[src/rtl/sprite_table_writer.sv]
// Sprite table writer: mirrors player/obstacle positions into a BRAM table
// and maintains a high-water sprite_count word at BASE_ADDR.
//
// state  | meaning
// INIT   | zero words BASE_ADDR..BASE_ADDR+2*MAX_SPRITES, one per cycle
// IDLE   | ready for a position update
// WR_X   | write clamped X of the latched slot
// WR_Y   | write clamped Y of the latched slot
// WR_CNT | publish a grown sprite_count

module sprite_table_writer #(
    parameter int MAX_SPRITES = 16,
    parameter int BASE_ADDR   = 0
) (
    input  logic        clk,
    input  logic        reset,
    input  logic        upd_valid,
    output logic        upd_ready,
    input  logic [4:0]  upd_index,
    input  logic [9:0]  upd_x,
    input  logic [9:0]  upd_y,
    output logic        wr_en,
    output logic [9:0]  wr_addr,
    output logic [15:0] wr_data,
    output logic [15:0] sprite_count,
    output logic        busy,
    output logic        err
);

    typedef enum logic [2:0] {
        INIT   = 3'd0,
        IDLE   = 3'd1,
        WR_X   = 3'd2,
        WR_Y   = 3'd3,
        WR_CNT = 3'd4
    } state_t;

    localparam logic [9:0] BASE      = 10'(BASE_ADDR);
    localparam logic [9:0] INIT_LAST = 10'(2 * MAX_SPRITES);
    localparam logic [5:0] SLOTS     = 6'(MAX_SPRITES);

    state_t      state_q, state_d;
    logic [9:0]  init_off_q, init_off_d;
    logic [4:0]  idx_q, idx_d;
    logic [9:0]  x_q, x_d;
    logic [9:0]  y_q, y_d;
    logic [15:0] count_q, count_d;
    logic        err_q, err_d;

    logic        in_range;
    logic        is_player;
    logic [9:0]  x_lim, y_lim;
    logic [9:0]  x_clamped, y_clamped;
    logic [9:0]  slot_addr;
    logic [15:0] idx_plus1;
    logic        ready_int;

    assign in_range  = {1'b0, upd_index} < SLOTS;
    assign is_player = (upd_index == 5'd0);

    // The player sprite is 32 px wide, obstacles 16 px; keep them on the 640x480 screen.
    assign x_lim     = is_player ? 10'd608 : 10'd624;
    assign y_lim     = is_player ? 10'd448 : 10'd464;
    assign x_clamped = (upd_x > x_lim) ? x_lim : upd_x;
    assign y_clamped = (upd_y > y_lim) ? y_lim : upd_y;

    assign slot_addr = BASE + 10'd1 + {4'd0, idx_q, 1'b0};
    assign idx_plus1 = 16'(idx_q) + 16'd1;

    always_ff @(posedge clk) begin
        if (reset) begin
            state_q    <= INIT;
            init_off_q <= '0;
            idx_q      <= '0;
            x_q        <= '0;
            y_q        <= '0;
            count_q    <= '0;
            err_q      <= 1'b0;
        end else begin
            state_q    <= state_d;
            init_off_q <= init_off_d;
            idx_q      <= idx_d;
            x_q        <= x_d;
            y_q        <= y_d;
            count_q    <= count_d;
            err_q      <= err_d;
        end
    end

    always_comb begin
        state_d    = state_q;
        init_off_d = init_off_q;
        idx_d      = idx_q;
        x_d        = x_q;
        y_d        = y_q;
        count_d    = count_q;
        err_d      = 1'b0;
        wr_en      = 1'b0;
        wr_addr    = BASE;
        wr_data    = '0;
        ready_int  = 1'b0;

        case (state_q)
            INIT: begin
                wr_en   = 1'b1;
                wr_addr = BASE + init_off_q;
                if (init_off_q == INIT_LAST) begin
                    init_off_d = '0;
                    state_d    = IDLE;
                end else begin
                    init_off_d = init_off_q + 10'd1;
                end
            end
            IDLE: begin
                ready_int = 1'b1;
                if (upd_valid) begin
                    if (in_range) begin
                        idx_d   = upd_index;
                        x_d     = x_clamped;
                        y_d     = y_clamped;
                        state_d = WR_X;
                    end else begin
                        err_d = 1'b1;
                    end
                end
            end
            WR_X: begin
                wr_en   = 1'b1;
                wr_addr = slot_addr;
                wr_data = {6'd0, x_q};
                state_d = WR_Y;
            end
            WR_Y: begin
                wr_en   = 1'b1;
                wr_addr = slot_addr + 10'd1;
                wr_data = {6'd0, y_q};
                state_d = (idx_plus1 > count_q) ? WR_CNT : IDLE;
            end
            WR_CNT: begin
                wr_en   = 1'b1;
                wr_addr = BASE;
                wr_data = idx_plus1;
                count_d = idx_plus1;
                state_d = IDLE;
            end
            default: begin
                state_d = INIT;
            end
        endcase

        // Reset is synchronous, but no strobe or handshake may escape while it is held.
        if (reset) begin
            wr_en     = 1'b0;
            ready_int = 1'b0;
        end
    end

    assign upd_ready    = ready_int;
    assign busy         = reset | (state_q != IDLE);
    assign err          = err_q & ~reset;
    assign sprite_count = count_q;

endmodule

[config.mk]
export PLATFORM = sky130hd
export DESIGN_NAME = sprite_table_writer
export DESIGN_NICKNAME = d
export VERILOG_FILES = /design/src/rtl/sprite_table_writer.sv
export SDC_FILE = /design/constraint.sdc
export NUM_CORES = 1
export LEC_CHECK = 0
export BUFFER_PORTS_ARGS = -buffer_cell sky130_fd_sc_hd__buf_2
export CAP_MARGIN = 20
export CORE_MARGIN = 2
export CORE_UTILIZATION = 45
export CTS_BUF_LIST = sky130_fd_sc_hd__clkbuf_2
export CTS_CLUSTER_DIAMETER = 30
export DETAILED_ROUTE_END_ITERATION = 6
export PLACE_DENSITY = 0.78
export SYNTH_ARGS = -nofsm -noshare
export SYNTH_HDL_FRONTEND = slang
export SYNTH_SLANG_ARGS = --single-unit
[constraint.sdc]
create_clock -name clk -period 2 [get_ports clk]
set_clock_uncertainty 0.2 [all_clocks]
set_input_delay 0.1 -clock clk [delete_from_list [all_inputs] [get_ports clk]]
set_output_delay 0.1 -clock clk [all_outputs]
set_load 0.01 [all_outputs]
==> summary.txt <==
Outcome
  • Status: finished with violations
  • Failing checks: negative setup slack

Placement
  • Hpwl dp: 5010 microns
  • I/O Buffers: 57
  • Routability cong.: 0.920
  • Dpl cell area: 3070 sq um

Power
  • Power Density: 425 nW/um^2
  • Leak Pwr: 0.00155 uW
  • Peak VDD IR: 0.282 mV
  • Tot Pwr: 1610 uW

Timing
  • Minimum clock period: 2.10 ns
  • Setup TNS: -0.594 ns
  • Final hold violations: 0
  • Fmax: 0.476 GHz
  • RSZ-0062 raised after global routing: yes
  • Max Slew Vio Count: 0
  • Setup WS post-layout: -0.100 ns
  • Final Cycle Share: 105%
  • Final Setup Violations: 10

Floorplan
  • Die width: 81.0 microns
  • Initial Util: 45.8%
  • Core Region: 5820 sq um
  • Number of top-level pins: 74
  • Rows: 28
  • Die area: 6550 sq um
  • Die height: 81.0 microns

Route
  • Drt initial violations: 226
  • Router iterations before antenna repair: 5
  • Via count: just under 3000
  • Total wire length: about 8500 microns
  • Routed Antenna Nets: 0
  • Drt wl/cell: ~16 microns
  • DRC Markers: 0
  • Via density: 5.50

Critical path
  • Slowest stage cell on the critical path: dfxtp_4
  • CP arrival: 1.80 ns
  • CP cell instances: ha_4, nand3_2, xnor2_2, buf_4, a31oi_1, nor2_1, buf_2
  • CP Capture Type: primary output
  • Worst path required time: around 1.7 ns
  • Worst path max stage delay: around 0.42 ns
  • Flop2flop setup slack: -0.04 ns
  • Setup crit start kind: register
  • Crit-path max FO: 4
  • Crit Path Class: register to primary output

Final layout
  • Nets@finish: 494
  • Post-Layout Inst Area: 3780 sq um
  • Ant. Diodes: 0
  • Ratio of cells with drive above 1 in the final layout: 31.1%
  • Fill count: 466
  • Synth-to-layout area growth: 42.0%

GRT
  • Number of global-route vias before repair: approximately 2800
  • Initial antenna violation count: 0
  • Congestion Overflow GR: 0
  • Global-route wire length before repair: approximately 13000 microns
  • GRT Overall Usage: roughly 25%
  • Pin count of the biggest net entering global routing: 33

Clocking
  • Clock sinks: between 40 and 50
  • H-tree levels: 2
  • CTS tree: built
  • Clock Tree Buf Depth: 2
  • Root buf cell: clkbuf_2
  • Worst-path clk slew: approximately 0.23 ns
  • Clock latency on the worst-skew pair: ~0.42 ns
  • CTS Buf Count: 5

Yosys
  • Async set or reset register ratio after synthesis: 0%
  • Top post-synthesis cells by area: dfxtp_1 (34%), nand2_1 (6.5%), nor2_1 (5.9%), ha_1 (5.2%), a21oi_1 (4.9%)
  • Unique masters post-synth: 46
  • Post-Synthesis Cells: approximately 350
  • Synth Cell Area: 2670 sq um
  • Top-count cell post-synth: nand2_1
  • Post-synth top area share: 33.8%
  • Synth Area per Inst: 7.64 sq um
  • #FFs+latches synth: 45
  • Dominant synthesized flop cell: dfxtp_1
  • Register area share after synthesis: 33.8%
  • Syn. warnings: 0
  • Post-synth EDFFs: 0
  • Largest area contributor in the netlist: dfxtp_1
  • Most common library cells after synthesis: nand2_1 (46), dfxtp_1 (45), nor2_1 (42), a21oi_1 (26), nor3_1 (19)

Run
  • Max cap viols: 0

Worst hold path
  • Worst min path class: input pin to register
-- cell families (layout without fill, tap and decap cells) --
kind of cell	after synthesis	in the layout	share of synthesized area, %
xor gates and xnor gates	9	9	2.96
buffers and inverters	50	142	9.86
DFF	45	45	33.8
and+or+nand+nor	158	158	29.4
other	1	16	0.141
muxes	13	13	4.88
AOI/OAI and AO/OA	62	62	13.8
adders and majority gates	11	11	5.16
-- final timing paths --
path / from / endpoint / cells after the start
setup / recovery: idx_q[1] / wr_addr[5] / 7
hold / removal: upd_index[0] / x_q[4] / 6
setup reg to reg: idx_q[1] / state_q[0] / 8
hold reg to reg: x_q[0] / x_q[0] / 2
-- per-layer routing --
| metal | up-vias | global-route usage (%) | share of wire, % |
|---|---|---|---|
| met2 | 125 | 45.9 | 52 |
| met4 | 0 | 10.5 | 3.9 |
| met3 | 31 | 4.11 | 4.9 |
| li1 | 1377 | - | - |
| met1 | 1387 | 28.1 | 39 |
| met5 | - | 0 | 0 |
-- critical path: cells and delay by family (launching register included) --
kind | cells | cell delay, ns
buffers and inverters | 2 | 0.30
AOI/OAI and AO/OA | 1 | 0.17
and+or+nand+nor | 2 | 0.17
xor gates and xnor gates | 1 | 0.14
DFF | 1 | 0.42
adders and majority gates | 1 | 0.16
-- area by class of cell --
cell class / count / area [sq um] / share of cell area (%)
multi-input cells: 269 / 1760 / 46.5
flip-flops and latches: 45 / 922 / 24.4
repair buffers: 120 / 891 / 23.5
well taps: 75 / 93.8 / 2.48
inverters: 14 / 52.6 / 1.39
clock inverters: 2 / 33.8 / 0.893
clock buffers: 6 / 30.0 / 0.794
-- sequential cells by signal, indices dropped and copies added, names as in the netlist --
register	count
init_off_q	10
err_q	1
sprite_count	6
x_q	10
y_q	10
state_q	3
idx_q	5
-- metrics by stage --
step	hold WS [ns]	std cells	util [%]	setup WS, ns
after detailed placement	0.154	480	52.8	-0.0266
after CTS	0.0838	523	61.3	-0.103
final	0.134	531	65.1	-0.100
after floorplan	0.0360	364	-	0.0319
after global placement	0.146	480	52.8	0.0561
after global routing	0.170	531	65.1	-0.212
-- layout by cell type, fill, tap and decap left out, drive strengths merged, types with 11 or more instances in the layout --
cell,netlist,routed
o21ai,15,15
nand2,46,46
nand3,13,13
dlygate4sd3,0,29
conb,1,16
nor2,44,44
a21oi,26,26
nor3,21,21
mux2i,13,13
inv,14,14
buf,24,91
dfxtp,45,45
ha,11,11
-- where the power goes --
group	internal [uW]	switching, uW
Clock	213	298
Sequential	897	9.51
Combinational	90.0	101
Total	1200	408
-- timing repair --
item,4_1_cts,5_1_grt
buffers inserted,6,9
gates resized for setup,27,32
pin swaps,6,19
hold buffers,29,0
endpoints found under the hold margin,34,0
setup endpoints to repair,16,29
No activity file was read; power rests on OpenSTA's default activity.
